### src/rtl/mem_arb_pkg.sv
// Shared encodings for the I/D cache memory arbiter.
// Round-robin arbitration is enabled by defining MEM_ARB_RR_EN.
package mem_arb_pkg;

   typedef enum logic [1:0] {
      IDLE = 2'd0,
      WR   = 2'd1,
      FILL = 2'd2,
      DONE = 2'd3
   } state_e;

   typedef enum logic {
      OWN_I = 1'b0,
      OWN_D = 1'b1
   } own_e;

   localparam int BLK_OFF_W = 4;

endpackage

### src/rtl/mem_arbiter_pick.sv
// Grant choice between I-side and D-side requests.
// MEM_ARB_RR_EN adds the round-robin pointer; otherwise D wins.
module arb_pick
   import mem_arb_pkg::*;
(
`ifdef MEM_ARB_RR_EN
   input  logic clk,
   input  logic rst_n,
   input  logic take_i,
`endif
   input  logic i_req_i,
   input  logic d_req_i,
   output own_e own_o,
   output logic gnt_o
);

   assign gnt_o = i_req_i | d_req_i;

`ifdef MEM_ARB_RR_EN
   own_e ptr_q;
   own_e ptr_d;

   // The side that loses a contended grant gets the next one.
   always_comb begin
      ptr_d = ptr_q;
      if (take_i && i_req_i && d_req_i)
         ptr_d = (own_o == OWN_D) ? OWN_I : OWN_D;
   end

   always_ff @(posedge clk) begin
      if (!rst_n) ptr_q <= OWN_D;
      else        ptr_q <= ptr_d;
   end

   always_comb begin
      own_o = OWN_D;
      if (i_req_i && d_req_i) own_o = ptr_q;
      else if (i_req_i)       own_o = OWN_I;
   end
`else
   always_comb begin
      own_o = OWN_D;
      if (i_req_i && !d_req_i) own_o = OWN_I;
   end
`endif

endmodule

### src/rtl/mem_arbiter.sv
// Shares main memory between I-cache fills and D-cache fills/stores.
// Define MEM_ARB_RR_EN for round-robin instead of D-side priority.
module mem_arbiter
   import mem_arb_pkg::*;
#(
   parameter int WORDS   = 8,
   parameter int MEM_LAT = 4
) (
   input  logic        clk,
   input  logic        rst_n,
   input  logic        i_req,
   input  logic [15:0] i_addr,
   input  logic        d_req,
   input  logic        d_we,
   input  logic [15:0] d_addr,
   input  logic [15:0] d_wdata,
   output logic        mem_en,
   output logic        mem_wr,
   output logic [15:0] mem_addr,
   output logic [15:0] mem_wdata,
   input  logic [15:0] mem_rdata,
   input  logic        mem_valid,
   output logic [15:0] fill_data,
   output logic [2:0]  fill_word,
   output logic        i_fill_we,
   output logic        d_fill_we,
   output logic        i_done,
   output logic        d_done,
   output logic        busy
);

   localparam int WIDX = $clog2(WORDS);
   localparam logic [3:0] WORDS_C = 4'(WORDS);
   localparam logic [3:0] LAST_C  = 4'(WORDS - 1);

   if (WORDS != (1 << WIDX)) begin : g_words_chk
      $error("WORDS must be a power of two");
   end
   if (WIDX + 1 != BLK_OFF_W) begin : g_blk_chk
      $error("WORDS must match the 16-byte block");
   end
   if (MEM_LAT < 1) begin : g_lat_chk
      $error("MEM_LAT must be at least 1");
   end

   state_e      state_q;
   own_e        own_q;
   logic [3:0]  issue_q;
   logic [3:0]  recv_q;
   logic [11:0] blk_q;
   logic [11:0] blk_d;

   own_e pick;
   logic gnt;
   logic take;

   assign take = (state_q == IDLE) && gnt;

   arb_pick u_pick (
`ifdef MEM_ARB_RR_EN
      .clk     (clk),
      .rst_n   (rst_n),
      .take_i  (take),
`endif
      .i_req_i (i_req),
      .d_req_i (d_req),
      .own_o   (pick),
      .gnt_o   (gnt)
   );

   assign blk_d = (pick == OWN_D) ? d_addr[15:BLK_OFF_W]
                                  : i_addr[15:BLK_OFF_W];

   logic unused_addr_bits;
   assign unused_addr_bits = ^i_addr[BLK_OFF_W-1:0];

   always_ff @(posedge clk) begin
      if (!rst_n) begin
         state_q <= IDLE;
         own_q   <= OWN_D;
         issue_q <= '0;
         recv_q  <= '0;
         blk_q   <= '0;
      end else begin
         unique case (state_q)
            IDLE: begin
               if (take) begin
                  own_q <= pick;
                  if (pick == OWN_D && d_we) begin
                     state_q <= WR;
                  end else begin
                     state_q <= FILL;
                     issue_q <= '0;
                     recv_q  <= '0;
                     blk_q   <= blk_d;
                  end
               end
            end
            WR: state_q <= DONE;
            FILL: begin
               if (issue_q < WORDS_C) issue_q <= issue_q + 4'd1;
               if (mem_valid) begin
                  if (recv_q < WORDS_C) recv_q <= recv_q + 4'd1;
                  if (recv_q == LAST_C) state_q <= DONE;
               end
            end
            DONE: state_q <= IDLE;
            default: state_q <= IDLE;
         endcase
      end
   end

   assign fill_data = mem_rdata;
   assign busy      = (state_q != IDLE);

   always_comb begin
      mem_en    = 1'b0;
      mem_wr    = 1'b0;
      mem_addr  = '0;
      mem_wdata = '0;
      fill_word = '0;
      i_fill_we = 1'b0;
      d_fill_we = 1'b0;
      i_done    = 1'b0;
      d_done    = 1'b0;
      unique case (state_q)
         WR: begin
            mem_en    = 1'b1;
            mem_wr    = 1'b1;
            mem_addr  = d_addr;
            mem_wdata = d_wdata;
         end
         FILL: begin
            if (issue_q < WORDS_C) begin
               mem_en   = 1'b1;
               mem_addr = {blk_q, issue_q[WIDX-1:0], 1'b0};
            end
            if (mem_valid) begin
               fill_word = recv_q[WIDX-1:0];
               i_fill_we = (own_q == OWN_I);
               d_fill_we = (own_q == OWN_D);
            end
         end
         DONE: begin
            i_done = (own_q == OWN_I);
            d_done = (own_q == OWN_D);
         end
         default: ;
      endcase
   end

endmodule
### config.mk
export PLATFORM = sky130hd
export DESIGN_NAME = mem_arbiter
export DESIGN_NICKNAME = d
export VERILOG_FILES = /design/src/rtl/mem_arb_pkg.sv /design/src/rtl/mem_arbiter_pick.sv /design/src/rtl/mem_arbiter.sv
export SDC_FILE = /design/constraint.sdc
export NUM_CORES = 1
export LEC_CHECK = 0
export ABC_CLOCK_PERIOD_IN_PS = 3850
export CAP_MARGIN = 10
export CORE_MARGIN = 2
export CORE_UTILIZATION = 37
export CTS_BUF_LIST = sky130_fd_sc_hd__clkbuf_16
export CTS_CLUSTER_DIAMETER = 150
export DETAILED_ROUTE_END_ITERATION = 12
export PLACE_DENSITY = 0.95
export SETUP_SLACK_MARGIN = 0.02
export SLEW_MARGIN = 20
export SYNTH_ARGS = -nofsm -noshare
export SYNTH_HDL_FRONTEND = slang
export SYNTH_HIERARCHICAL = 1
export SYNTH_SLANG_ARGS = --single-unit
### constraint.sdc
create_clock -name clk -period 3.85 [get_ports clk]
set_clock_uncertainty 0.15 [all_clocks]
set_input_delay 1.155 -clock clk [delete_from_list [all_inputs] [get_ports clk]]
set_output_delay 1.155 -clock clk [all_outputs]
set_load 0.1 [all_outputs]
==> summary.md, run 1 <==
| Metric | Value |
|---|---|
| Die H | 72.81 um |
| Overall track demand over capacity in global routing | 0.1949 |
| Cell leakage power | 1.259 nW |
| Cell breakdown of the critical path | inv_1 -> ha_1 -> and2_0 -> buf_4 -> a22o_1 -> buf_12 |
| Total standard cell area after synthesis | 0.001752 mm2 |
| First-pass GRT wire length | 8.169 mm |
| FF/Latch Area | 460.4 um2 |
| Type of the worst setup path | reg -> out |
| Antenna Violating Nets Remaining | 0 |
| Average footprint of a synthesized cell | 8.587 um2 |
| Ant diodes | 0 |
| Final-stage net count | 354 |
| DR vias/cell | 5.313 |
| Max-slew violation count | 0 |
| Chip width | 72.81 um |
| Required time at the worst-slack endpoint | 2.54 ns |
| Internal power consumption | 0.001085 W |
| Syn nets | 282 |
| Startpoint type of the worst setup path | register |
| WP buf/inv | 3 |
| Number of detailed-routing iterations run before antenna repair | 4 |
| HPWL reported at the end of detailed placement | 4.010 mm |
| Final worst-path cycle share | 0.9168 |
| Switching share of power | 0.5590 |
| Global placer's final weighted congestion | 0.7765 |
| Sequential fraction of design power | 0.143 |
| Synth-to-layout area growth | 73.50% |
| Dominant synthesized flop cell | sky130_fd_sc_hd__dfxtp_1 |
| Total Die Area | 0.005301 mm2 |
| Endpoint arrival time on the critical path | 2.22 ns |
| Slowest cell on the critical path | sky130_fd_sc_hd__dfxtp_1 |
| Instance count of the mapped netlist | 204 |
| Total of endpoints with negative setup slack in the final report | 0 |
| Share of final-layout standard cells stronger than drive strength 1 | 0.2436 |
| Highest clock rate | 0.2833 GHz |
| Max transition margin | 0.5594 |
| RSZ-0062 raised after global routing | no |
| Post-cts hold buffer count | 0 |
| Share of total power in combinational logic | 0.763 |
| Count of boundary I/O pins | 128 |
| Resized cells post-CTS | 0 |
| PortBufs | 91 |
| Register area share after synthesis | 0.2629 |
| Post-synth EDFFs | 0 |
| Setup slack after placement | 0.3407 ns |
| CTS tree | built |
| FFs w/ async S/R, synth | 0 |
| Distinct cell type count of the synthesized netlist | 42 |
| Final critical delay including setup and external delays | 3.530 ns |
| Root cell of the clock tree | sky130_fd_sc_hd__clkbuf_16 |
| Switching Power | 0.001375 W |
| Number of setup buffers added after CTS | 0 |
| Clock latency of the later-clocked register in the worst-skew pair | 0.26 ns |
| Result of the run | complete, no violations |
| Maximum number of pins on one net before global-route repair | 25 |
| TritonCTS Buffers | 3 |
| Final-report hold violation count | 0 |
| Clock transition at the register clock pins on the worst setup and hold paths after CTS | 0.06 ns |
| Worst ir drop on vdd | 0.0005212 V |
| DRC violation count after routing | 0 |
| Slew at the pin closest to its max-slew limit | 0.6602 ns |
| Total negative slack | 0 ns |
| Delay of the slowest cell on the worst path | 0.40 ns |
| Warnings from Yosys | 6 |
| Category of the worst setup path capture point | output port |
| Final setup margin | 0.3205 ns |
| Gate family responsible for the most delay along the worst path | buffers and inverters |
| Total area of multi-input combinational cells | 0.001086 mm2 |
| Total vias in the final route | 1748 |
| Fraction of power consumed by the clock network | 0.094 |
| Total power per unit cell area | 809.2 mW/mm2 |
| Vias in the first global route | 1730 |
| FILL cells | 364 |
| Area of the core region | 0.004629 mm2 |
| Worst Hold Class | reg -> reg |
| CTS HTree Levels | 1 |
| Aggregate routed wire length | 5.184 mm |
| Initial drt markers | 127 |
| Sinks on the clock net | 23 |
| Number of standard-cell rows in the floorplan | 25 |
| Total overflow reported by the global router | 0 |
| Initial antenna violation count | 0 |
| Clock Path Buffers | 2 |
| Average routed wire per standard cell | 15.76 um |
| Register bit count reported by yosys | 23 |
| Highest fanout seen on the critical path | 11 |
| Count of max-cap constraint violations | 0 |
| Initial Util | 0.3784 |
[cells in the mapped netlist, types with 2 or more instances]
library cell	instances	area (um2)
sky130_fd_sc_hd__buf_4	17	127.6
sky130_fd_sc_hd__buf_2	3	15.01
sky130_fd_sc_hd__nand2b_1	2	12.51
sky130_fd_sc_hd__mux2i_1	13	130.1
sky130_fd_sc_hd__o31ai_1	3	22.52
sky130_fd_sc_hd__or2_2	2	12.51
sky130_fd_sc_hd__nand2_1	11	41.29
sky130_fd_sc_hd__ha_1	8	100.1
sky130_fd_sc_hd__and2_1	18	112.6
sky130_fd_sc_hd__and3_1	6	37.54
sky130_fd_sc_hd__o21ai_0	3	15.01
sky130_fd_sc_hd__inv_1	7	26.28
sky130_fd_sc_hd__clkbuf_1	8	30.03
sky130_fd_sc_hd__a211oi_1	5	37.54
sky130_fd_sc_hd__o211ai_1	2	15.01
sky130_fd_sc_hd__nor2b_1	5	31.28
sky130_fd_sc_hd__nor2_1	16	60.06
sky130_fd_sc_hd__dfxtp_1	23	460.4
sky130_fd_sc_hd__nand4_1	2	12.51
sky130_fd_sc_hd__nand4b_1	2	17.52
sky130_fd_sc_hd__a211oi_2	9	112.6
sky130_fd_sc_hd__a22o_1	14	122.6
sky130_fd_sc_hd__nand3b_1	2	15.01
sky130_fd_sc_hd__nand3_1	5	25.02
[power groups by stage]
stage          logic (W)  clock network (W)  registers, W
3_3_place_gp     0.00184                  0      0.000349
4_1_cts          0.00188           0.000236      0.000351
6_report         0.00188           0.000231      0.000351
2_1_floorplan    0.00136                  0      0.000341
3_5_place_dp     0.00188                  0      0.000354
5_1_grt          0.00196           0.000241      0.000357
[path summary, 6_finish.rpt]
path | depth (start not counted) | to | slack (ns) | start
min reg2reg | 2 | blk_q[10]$_SDFFE_PN0P_ | 0.35 | blk_q[10]$_SDFFE_PN0P_
min | 2 | blk_q[10]$_SDFFE_PN0P_ | 0.35 | blk_q[10]$_SDFFE_PN0P_
max reg2reg | 7 | blk_q[2]$_SDFFE_PN0P_ | 1.92 | state_q[0]$_SDFFE_PN0P_
max | 6 | mem_addr[14] | 0.32 | state_q[0]$_SDFFE_PN0P_
[cells by family (layout without fill, tap and decap cells)]
group / Yosys count / after routing / synth area share
and+or+nand+nor: 76 / 76 / 0.2386
AOI/OAI and AO/OA: 47 / 47 / 0.2386
buffers and inverters: 36 / 107 / 0.1200
DFF: 23 / 23 / 0.2629
muxes: 14 / 14 / 0.08285
adders and majority gates: 8 / 8 / 0.05715
[through the flow]
stage          std cells  area, um2    util  total power [W]  hold slack (ns)
2_1_floorplan        204       1757       -         0.001704           0.3061
3_3_place_gp         325       2959  0.6392         0.002192           0.3174
3_5_place_dp         325       2959  0.6392         0.002230           0.3444
4_1_cts              329       3039  0.6565         0.002467           0.3534
5_1_grt              329       3039  0.6565         0.002562           0.3671
6_report             329       3039  0.6565         0.002459           0.3512
[layout by cell type, fill, tap and decap left out, types with 2 or more instances in the layout]
cell	count
sky130_fd_sc_hd__nor2_1	16
sky130_fd_sc_hd__o211ai_1	2
sky130_fd_sc_hd__a22o_1	14
sky130_fd_sc_hd__inv_1	7
sky130_fd_sc_hd__buf_4	9
sky130_fd_sc_hd__a211oi_1	5
sky130_fd_sc_hd__and3_1	6
sky130_fd_sc_hd__nand3_1	5
sky130_fd_sc_hd__mux2i_1	13
sky130_fd_sc_hd__o21ai_0	3
sky130_fd_sc_hd__nand4b_1	2
sky130_fd_sc_hd__nand3b_1	2
sky130_fd_sc_hd__ha_1	7
sky130_fd_sc_hd__or2_2	2
sky130_fd_sc_hd__clkdlybuf4s50_1	49
sky130_fd_sc_hd__nand4_1	2
sky130_fd_sc_hd__dfxtp_1	23
sky130_fd_sc_hd__and2_1	18
sky130_fd_sc_hd__nand2_1	11
sky130_fd_sc_hd__buf_12	38
sky130_fd_sc_hd__nor2b_1	4
sky130_fd_sc_hd__a211oi_2	9
sky130_fd_sc_hd__nand2b_1	2
sky130_fd_sc_hd__o31ai_1	3
sky130_fd_sc_hd__clkbuf_16	3
[metal layers]
layer	routed length, um	global-route usage	vias up
met5	0	0	-
met1	2070	0.2273	822
met3	322	0.05387	6
met4	60	0.05556	0
li1	-	-	863
met2	2730	0.3475	57
[layout make-up]
class                   instances  area share
multi-input cells             145      0.3573
inverters                       7    0.008646
repair buffers                 96      0.4339
clock buffers                   3     0.02470
clock inverters                 1    0.001647
well taps                      54     0.02223
flip-flops and latches         23      0.1515
[flip-flops by register name, summed over array words and instances, names as in the netlist]
register,cells
state_q,2
recv_q,4
issue_q,4
own_q,1
blk_q,12
[tightest hold or removal path, delay by kind of cell (launching register included)]
| family | cells | cell delay [ns] |
|---|---|---|
| DFF | 1 | 0.31 |
| and+or+nand+nor | 1 | 0.09 |
| AOI/OAI and AO/OA | 1 | 0.05 |
Note: power is estimated with default switching activity, not from simulation.
==> run 2, diff against run 1 <==
- GPL_TIMING_DRIVEN: not set -> 0
==> summary.md, run 2 (synthesis results as in run 1) <==
| Metric | Value |
|---|---|
| PortBufs | 106 (was 91) |
| CTS tree | built (unchanged) |
| Vias in the first global route | 1841 (was 1730) |
| Result of the run | complete, no violations (unchanged) |
| Worst Hold Class | reg -> reg (unchanged) |
| Leading cell types in the layout, fill and taps excluded | 68 x sky130_fd_sc_hd__clkdlybuf4s50_1, 27 x sky130_fd_sc_hd__clkdlybuf4s15_2, 23 x sky130_fd_sc_hd__dfxtp_1 (was 49 x sky130_fd_sc_hd__clkdlybuf4s50_1, 38 x sky130_fd_sc_hd__buf_12, 23 x sky130_fd_sc_hd__dfxtp_1) |
| First-pass GRT wire length | 8.625 mm (was 8.169 mm) |
| Synth-to-layout area growth | 69.71% (was 73.50%) |
| Total of endpoints with negative setup slack in the final report | 0 (unchanged) |
| Clock latency of the later-clocked register in the worst-skew pair | 0.26 ns (about the same) |
| RSZ-0062 raised after global routing | yes (was no) |
| Highest clock rate | 0.2661 GHz (was 0.2833 GHz) |
| Type of the worst setup path | in -> out (was reg -> out) |
| Number of flip-flops under the largest register name | 12 (unchanged) |
| Highest fanout seen on the critical path | 7 (was 11) |
| Die H | 72.81 um (unchanged) |
| Root cell of the clock tree | sky130_fd_sc_hd__clkbuf_16 (unchanged) |
| Sinks on the clock net | 23 (unchanged) |
| Total overflow reported by the global router | 0 (unchanged) |
| Final worst-path cycle share | 0.9761 (was 0.9168) |
| Antenna Violating Nets Remaining | 0 (unchanged) |
| Max-slew violation count | 0 (unchanged) |
| Largest registers | blk_q x12, issue_q x4, recv_q x4 (unchanged) |
| Clock Path Buffers | 2 (unchanged) |
| Overall track demand over capacity in global routing | 0.2058 (was 0.1949) |
| HPWL reported at the end of detailed placement | 4.283 mm (was 4.010 mm) |
| Number of standard-cell rows in the floorplan | 25 (unchanged) |
| Final-report hold violation count | 0 (unchanged) |
| Number of detailed-routing iterations run before antenna repair | 4 (unchanged) |
| FILL cells | 381 (was 364) |
| Endpoint arrival time on the critical path | 2.45 ns (was 2.22 ns) |
| Chip width | 72.81 um (unchanged) |
| Required time at the worst-slack endpoint | 2.54 ns (about the same) |
| Cell leakage power | 1.244 nW (was 1.259 nW) |
| DR vias/cell | 5.092 (was 5.313) |
| Startpoint type of the worst setup path | input port (was register) |
| Average routed wire per standard cell | 14.84 um (was 15.76 um) |
| Final standard cell area without fillers | 0.002973 mm2 (was 0.003039 mm2) |
| Count of max-cap constraint violations | 0 (unchanged) |
| Max transition margin | 0.3448 (was 0.5594) |
| Final-stage net count | 393 (was 354) |
| Final critical delay including setup and external delays | 3.758 ns (was 3.530 ns) |
| Area of the core region | 0.004629 mm2 (unchanged) |
| Ant diodes | 0 (unchanged) |
| Initial drt markers | 91 (was 127) |
| Share of final-layout standard cells stronger than drive strength 1 | 0.2580 (was 0.2436) |
| Initial Util | 0.3784 (unchanged) |
| DRC violation count after routing | 0 (unchanged) |
| Category of the worst setup path capture point | output port (unchanged) |
| Total design power | 0.002302 W (was 0.002459 W) |
| Total Die Area | 0.005301 mm2 (unchanged) |
| Global placer's final weighted congestion | 0.8824 (was 0.7765) |
| TritonCTS Buffers | 3 (unchanged) |
| Minimum hold slack | 0.3504 ns (was 0.3512 ns) |
| Clock transition at the register clock pins on the worst setup and hold paths after CTS | 0.06 ns (about the same) |
| Initial antenna violation count | 0 (unchanged) |
| Total vias in the final route | 1874 (was 1748) |
| Aggregate routed wire length | 5.460 mm (was 5.184 mm) |
| Maximum number of pins on one net before global-route repair | 14 (was 25) |
| Count of boundary I/O pins | 128 (unchanged) |
| Worst ir drop on vdd | 0.0004060 V (was 0.0005212 V) |
| Total power per unit cell area | 774.5 mW/mm2 (was 809.2 mW/mm2) |
| Dpl cells | 364 (was 325) |
| Leading cell type in the layout, fill and taps excluded | sky130_fd_sc_hd__clkdlybuf4s50_1 (unchanged) |
| CTS HTree Levels | 1 (unchanged) |
| Placed inst area | 0.002885 mm2 (was 0.002959 mm2) |
| Post-route insts no fill | 368 (was 329) |
| Register with the highest flop count | blk_q (unchanged) |
| Slew at the pin closest to its max-slew limit | 0.9797 ns (was 0.6602 ns) |
run 2: changes by cell type in the layout (fill, tap and decap cells not counted), sizes merged:
cell and change:
buf -25, clkbuf +18, clkdlybuf4s15 +27, clkdlybuf4s50 +19
run 2: what timing repair did:
| action | CTS | global route |
|---|---|---|
| setup endpoints to repair | 38 | 16 |
| endpoints found under the hold margin | 0 | 0 |
| buffers inserted | 0 | 0 |
| gates cloned | 0 | 0 |
| gates resized for setup | 135 | 13 |
| hold buffers | 0 | 0 |
run 2: power by group:
part           leakage, nW  total (W)  switching [W]  internal (W)
registers            0.188   0.000352      0.0000485      0.000303
logic                 1.02    0.00172        0.00127      0.000453
clock network       0.0409   0.000232      0.0000916      0.000140
total                 1.24    0.00230        0.00141      0.000896
run 2: stage by stage:
| step | utilization | setup TNS, ns | setup slack [ns] |
|---|---|---|---|
| floorplan | - | 0 | 0.06266 |
| global placement | 0.6232 | -14.33 | -0.4827 |
| detailed placement | 0.6232 | -15.15 | -0.5428 |
| CTS | 0.6376 | 0 | 0.03949 |
| global route | 0.6422 | 0 | 0.01616 |
| finish | 0.6422 | 0 | 0.09195 |
run 2: cell type report:
class                   instances  area, um2  area share
well taps                      54      67.56     0.02273
clock inverters                 1      5.005    0.001684
multi-input cells             145       1089      0.3662
clock buffers                   3      75.07     0.02525
flip-flops and latches         23      460.4      0.1549
plain buffers                  29      185.2     0.06229
inverters                       7      26.28    0.008838
repair buffers                106       1065      0.3582
run 2: path summary, 6_finish.rpt:
check	start	to	slack, ns	cells past startpoint
setup reg to reg	state_q[0]$_SDFFE_PN0P_	blk_q[0]$_SDFFE_PN0P_	1.86	6
hold / removal	recv_q[3]$_SDFFE_PN0P_	recv_q[3]$_SDFFE_PN0P_	0.35	2
setup / recovery	mem_valid	fill_word[1]	0.09	3
hold reg to reg	recv_q[3]$_SDFFE_PN0P_	recv_q[3]$_SDFFE_PN0P_	0.35	2
run 2: worst max-delay path, cell delays in order:
cell and delay [ns]:
sky130_fd_sc_hd__clkdlybuf4s50_1 0.56, sky130_fd_sc_hd__and3_1 0.18, sky130_fd_sc_hd__clkdlybuf4s15_2 0.55
run 2: per-layer routing:
layer / global-route usage / vias to the layer above / wire length (um)
met1: 0.2481 / 867 / 2282
met3: 0.04972 / 6 / 323
met5: 0 / - / 0
li1: - / 933 / -
met4: 0.06584 / 0 / 74
met2: 0.3586 / 68 / 2779
